File: src/rtl/sc_countdown_timer_pkg.sv
// sc_countdown_timer_pkg: shared state codes and default constants for the countdown timer.
package sc_countdown_timer_pkg;

    typedef enum logic [1:0] {
        IDLE    = 2'b00,
        RUN     = 2'b01,
        PAUSE   = 2'b10,
        EXPIRED = 2'b11
    } state_t;

    localparam int DATAWIDTH_DEF   = 8;
    localparam int INIT_VALUE_DEF  = 99;
    localparam int ADD_VALUE_DEF   = 10;
    localparam int PRESC_WIDTH_DEF = 26;
    localparam int PRESC_MAX_DEF   = 49_999_999;

endpackage

File: src/rtl/sc_countdown_timer_prescaler.sv
// sc_prescaler_tick: enabled free-running divider that wraps at MAX and flags the wrapping cycle.
module sc_prescaler_tick #(
    parameter int WIDTH = 26,
    parameter int MAX   = 49_999_999
) (
    input  logic             clk,
    input  logic             rst,
    input  logic             en,
    input  logic             clr,
    output logic [WIDTH-1:0] count,
    output logic             term
);

    // term is combinational so the owner can register it alongside its own update
    assign term = en && !clr && (count == WIDTH'(MAX));

    always_ff @(posedge clk or posedge rst) begin
        if (rst)
            count <= '0;
        else if (clr)
            count <= '0;
        else if (en)
            count <= term ? '0 : count + WIDTH'(1);
    end

endmodule

File: src/rtl/sc_countdown_timer.sv
// sc_countdown_timer: loadable down-counting game timer with pause, bonus add and expiry flag.
module sc_countdown_timer
    import sc_countdown_timer_pkg::*;
#(
    parameter int                   DATAWIDTH   = DATAWIDTH_DEF,
    parameter logic [DATAWIDTH-1:0] INIT_VALUE  = DATAWIDTH'(INIT_VALUE_DEF),
    parameter logic [DATAWIDTH-1:0] ADD_VALUE   = DATAWIDTH'(ADD_VALUE_DEF),
    parameter int                   PRESC_WIDTH = PRESC_WIDTH_DEF,
    parameter int                   PRESC_MAX   = PRESC_MAX_DEF
) (
    input  logic                 SC_countdown_timer_CLOCK_50,
    input  logic                 SC_countdown_timer_RESET_InHigh,
    input  logic                 SC_countdown_timer_load_InLow,
    input  logic [DATAWIDTH-1:0] SC_countdown_timer_data_InBUS,
    input  logic                 SC_countdown_timer_start_InLow,
    input  logic                 SC_countdown_timer_pause_InLow,
    input  logic                 SC_countdown_timer_addtime_InLow,
    output logic [DATAWIDTH-1:0] SC_countdown_timer_data_OutBUS,
    output logic                 SC_countdown_timer_tick_Out,
    output logic                 SC_countdown_timer_expired_OutHigh,
    output logic [1:0]           SC_countdown_timer_state_OutBUS
);

    logic                 clk, rst, load, start, pause;
    logic                 add_q, add_ev, add_ok, en, clr, term;
    logic [PRESC_WIDTH-1:0] presc;
    logic [DATAWIDTH:0]   sum;
    logic [DATAWIDTH-1:0] count, next_count;
    state_t               state;

    assign clk   = SC_countdown_timer_CLOCK_50;
    assign rst   = SC_countdown_timer_RESET_InHigh;
    assign load  = ~SC_countdown_timer_load_InLow;
    assign start = ~SC_countdown_timer_start_InLow;
    assign pause = ~SC_countdown_timer_pause_InLow;

    // add_q idles high so a pin already low out of reset counts as a falling edge
    assign add_ev = add_q & ~SC_countdown_timer_addtime_InLow;
    assign add_ok = add_ev && !load && state != EXPIRED;
    assign en     = state == RUN && !load && !pause;
    assign clr    = load || (state == IDLE && start);

    sc_prescaler_tick #(
        .WIDTH (PRESC_WIDTH),
        .MAX   (PRESC_MAX)
    ) u_presc (
        .clk   (clk),
        .rst   (rst),
        .en    (en),
        .clr   (clr),
        .count (presc),
        .term  (term)
    );

    // One extra bit catches overflow; a tick only happens with count >= 1, so no underflow.
    always_comb begin
        sum        = {1'b0, count} + {1'b0, add_ok ? ADD_VALUE : '0} - {{DATAWIDTH{1'b0}}, term};
        next_count = sum[DATAWIDTH] ? '1 : sum[DATAWIDTH-1:0];
    end

    always_ff @(posedge clk or posedge rst) begin
        if (rst) begin
            count   <= INIT_VALUE;
            state   <= IDLE;
            add_q   <= 1'b1;
            SC_countdown_timer_tick_Out        <= 1'b0;
            SC_countdown_timer_expired_OutHigh <= 1'b0;
        end else begin
            add_q <= SC_countdown_timer_addtime_InLow;
            SC_countdown_timer_tick_Out        <= term;
            SC_countdown_timer_expired_OutHigh <= state == EXPIRED;
            if (load) begin
                count <= SC_countdown_timer_data_InBUS;
                state <= IDLE;
            end else begin
                count <= next_count;
                case (state)
                    IDLE:    if (start) state <= next_count == '0 ? EXPIRED : RUN;
                    RUN:     if (pause) state <= PAUSE;
                             else if (term && next_count == '0) state <= EXPIRED;
                    PAUSE:   if (start && !pause) state <= RUN;
                    default: state <= EXPIRED;
                endcase
            end
        end
    end

    assign SC_countdown_timer_data_OutBUS  = count;
    assign SC_countdown_timer_state_OutBUS = state;

endmodule

File: config.mk
export PLATFORM = sky130hd
export DESIGN_NAME = sc_countdown_timer
export DESIGN_NICKNAME = d
export VERILOG_FILES = /design/src/rtl/sc_countdown_timer_pkg.sv /design/src/rtl/sc_countdown_timer_prescaler.sv /design/src/rtl/sc_countdown_timer.sv
export SDC_FILE = /design/constraint.sdc
export NUM_CORES = 1
export LEC_CHECK = 0
export BUFFER_PORTS_ARGS = -buffer_cell sky130_fd_sc_hd__buf_4
export CELL_PAD_IN_SITES_DETAIL_PLACEMENT = 1
export CELL_PAD_IN_SITES_GLOBAL_PLACEMENT = 1
export CORE_MARGIN = 2
export CORE_UTILIZATION = 49
export DETAILED_ROUTE_END_ITERATION = 7
export PLACE_DENSITY_LB_ADDON = 0.2
export RECOVER_POWER = 100
export REMOVE_ABC_BUFFERS = 1
export SYNTH_ARGS = -nofsm -noshare
export SYNTH_HDL_FRONTEND = slang
export SYNTH_SLANG_ARGS = --single-unit
File: constraint.sdc
create_clock -name SC_countdown_timer_CLOCK_50 -period 8.2 [get_ports SC_countdown_timer_CLOCK_50]
set_input_delay 0 -clock SC_countdown_timer_CLOCK_50 [delete_from_list [all_inputs] [get_ports SC_countdown_timer_CLOCK_50]]
set_output_delay 0 -clock SC_countdown_timer_CLOCK_50 [all_outputs]
set_load 0.02 [all_outputs]
==> results.md <==
* Status: complete, but fails checks
* Failing checks: max-capacitance violations, max-slew violations
* Initial antenna violation count at 0
* Final Cycle Share at 44.27%
* Crit path max fanout at 6
* Io pins at 26
* Vias in the first global route at 2465
* Tmin final at 3.630 ns
* Pwr Total at 0.8562 mW
* Core Rows at 26
* Top FF cell, synth: dfrtp_1
* Worst setup SP type: register
* Post-route antenna net violation count at 0
* #FFs+latches synth at 39
* Leakage at 1.325 nW
* Met3 Wirelength at 330 um
* Unique cell type count in the Yosys netlist at 61
* Worst slew pin tran at 2.288 ns
* Share of layout cells above drive strength 1 at 11.85%
* CTS buffer count at 5
* Routed vias at 2467
* Synthesis Warnings at 0
* Combinational share of power at 56.4%
* Pint at 0.4694 mW
* Diodes inserted at 0
* RSZ-0062 raised after global routing: no
* DRT Pass-1 Iters at 4
* Cell Area, Synth at 2610 um2
* Drt wl/cell at 18.15 um
* Avg Cell Area, Syn at 8.818 um2
* Number of synthesized flops with an enable pin at 0
* Initial DRC count at 120
* Metal1 wirelength at 3441 um
* Die area at 5927 um2
* Top sig layer: met4
* Peak VDD IR at 0.0002919 V
* # setup viols final at 0
* Sequential-to-total area share from yosys stat at 37.63%
* HPWL after DPL at 5009 um
* First-pass GRT wire length at 12130 um
* Hold Violations, Final at 0
* Met2 wire length at 3420 um
* Critical Path RT at 8.43 ns
* Synth async-reset ratio at 100.0%
* Setup CP Type: register to register
* Die height at 76.99 um
* Remaining Overflow, GRT at 0
* Switching Share at 45.18%
* Net switching power at 0.3868 mW
* Setup crit end kind: register
* Worst-path clk slew at 0.08 ns
* Routability congestion estimate at 0.7799
* Maximum clock frequency at 275.5 MHz
* Port-buffer cells at 25
* Maximum buffer depth of the clock tree at 2
* Final slew viol count at 40
* Power share of the clock group at 15.5%
* Clock Sinks at 39
* Worst min path class: input port to register
* Nets@finish at 354
* Clock Latency Late Sink at 0.29 ns
* TritonCTS clock tree: done
* Worst Skew at 0.009054 ns
* Synth area leaders: dfrtp_1, ha_1, dfstp_2
* Final wirelength at 7242 um
* H-tree levels at 2
* Yosys top cell area share at 32.60%
* Sum Neg Setup Slack at 0 ns
* Residual DRC count at 0
* Slew headroom at -52.52%
* PD cells at 286.3 nW/um2
* Total track usage at 25.44%
* Initial Utilization at 50.78%
* Cells after synthesis at 296
* Synth area leader: dfrtp_1
* Crit path DAT at 3.86 ns
* Max-cap violations at 1
* Clk root buf: clkbuf_8
* Die W at 76.99 um
* Via/cell ratio at 6.183
* Cts repair resizes at 0
* Area growth, synth to finish at 14.57%
* Largest net degree at the start of global routing at 40
* Power share of the sequential group at 28.1%
* Total core area at 5140 um2
## placed cells by master, fill, tap and decap left out, types with 4 or more instances in the layout
cell,Yosys,routed
dfrtp_1,34,34
clkbuf_1,8,13
clkbuf_8,0,5
ha_1,11,11
o22a_1,6,6
nand2_1,22,22
nor3_1,7,7
a21oi_1,24,23
nor2_1,15,15
and3_1,4,4
xnor2_1,6,6
a21o_1,10,10
dlygate4sd3_1,0,10
o21ai_0,13,13
buf_4,0,14
nor4_1,3,4
inv_1,25,25
nand4_1,4,4
a31oi_1,14,14
nand3_1,11,11
## metrics by stage
step | area (um2) | utilization, % | cells | hold slack [ns] | worst slack [ns]
finish | 2990 | 58.18 | 399 | 0.02026 | 4.570
global route | 2990 | 58.18 | 399 | 0.04638 | 4.207
CTS | 3042 | 59.18 | 399 | 0.01013 | 4.734
detailed placement | 2856 | 55.57 | 381 | 0.1184 | 4.775
global placement | 2856 | 55.57 | 381 | 0.1173 | 4.886
floorplan | 2555 | - | 283 | 0.004478 | 5.221
## kinds of logic after synthesis
logic type      synth area share [%]
compound gates                 25.79
xor+xnor                       2.685
fa+ha+maj                      6.040
buf+inv                        5.848
flops                          37.63
mux                            1.630
simple gates                   20.37
## what timing repair did
item	CTS	global route
hold buffers	10	0
endpoints found under the hold margin	43	0
setup buffers	0	0
## power groups by stage
stage               registers (mW)  clock network [mW]  logic [mW]
finish                       0.241               0.133       0.483
global route                 0.244               0.145       0.534
CTS                          0.242               0.136       0.483
detailed placement           0.246                   0       0.475
global placement             0.244                   0       0.462
floorplan                    0.262                   0       0.332
## critical path, stage by stage (launching register included)
cell and delay, ns:
dfrtp_1 0.43, ha_1 0.23, nand4_1 0.18, nor4_1 0.52, nand2_1 0.09, nor2_1 0.14, ha_1 0.16, inv_1 0.04
ha_1 0.20, a211oi_1 0.47, o21bai_1 0.20, a2111o_1 0.43, nand4_1 0.26, o22a_1 0.21
## per-layer routing
| layer | vias up | global-route usage [%] |
|---|---|---|
| met1 | 1238 | 35.52 |
| li1 | 1162 | - |
| met5 | - | 0 |
| met3 | 7 | 4.471 |
| met2 | 60 | 41.84 |
| met4 | 0 | 5.000 |
## state kept, by name, summed over array words and instances (netlist names)
| register | flops |
|---|---|
| SC_countdown_timer_state_OutBUS | 2 |
| add_q | 1 |
| SC_countdown_timer_tick_Out | 1 |
| u_presc.count | 26 |
| SC_countdown_timer_data_OutBUS | 8 |
| SC_countdown_timer_expired_OutHigh | 1 |
## synth_stat cells, drive strengths merged, types with 2 or more instances
cell type / n
a2111o: 2
a211o: 2
a211oi: 2
a21boi: 2
a21o: 10
a21oi: 24
a22o: 3
a31oi: 14
a32oi: 2
and2: 2
and3: 4
and4: 3
buf: 4
clkbuf: 9
dfrtp: 34
dfstp: 5
ha: 11
inv: 26
mux2: 2
mux2i: 2
nand2: 23
nand2b: 3
nand3: 11
nand4: 6
nor2: 16
nor2b: 3
nor3: 9
nor4: 4
o2111ai: 2
o211ai: 3
o21ai: 13
o21bai: 2
o22a: 6
o31a: 3
or3: 4
or4: 4
xnor2: 6
xor2: 2
## path summary, 6_finish.rpt
path	depth (start not counted)	slack, ns	from	endpoint
worst max register to register	13	4.57	u_presc.count[0]	SC_countdown_timer_data_OutBUS[1]
max in group asynchronous	4	5.76	SC_countdown_timer_RESET_InHigh	SC_countdown_timer_expired_OutHigh
worst min-delay path	2	0.02	SC_countdown_timer_load_InLow	SC_countdown_timer_data_OutBUS[6]
worst min register to register	1	0.49	u_presc.count[23]	u_presc.count[23]
worst max-delay path	13	4.57	u_presc.count[0]	SC_countdown_timer_data_OutBUS[1]
min in group asynchronous	4	1.14	SC_countdown_timer_RESET_InHigh	SC_countdown_timer_data_OutBUS[4]
## cell type report
cell class                      count  area (um2)
Inverter                           26       97.59
Multi-Input combinational cell    218        1473
Fill cell                         654        2150
Clock buffer                        6       72.57
Tap cell                           70       87.58
Clock inverter                      2       12.51
Sequential cell                    39       982.2
Timing Repair Buffer               38       265.3
No activity file was read; power rests on OpenSTA's default activity.
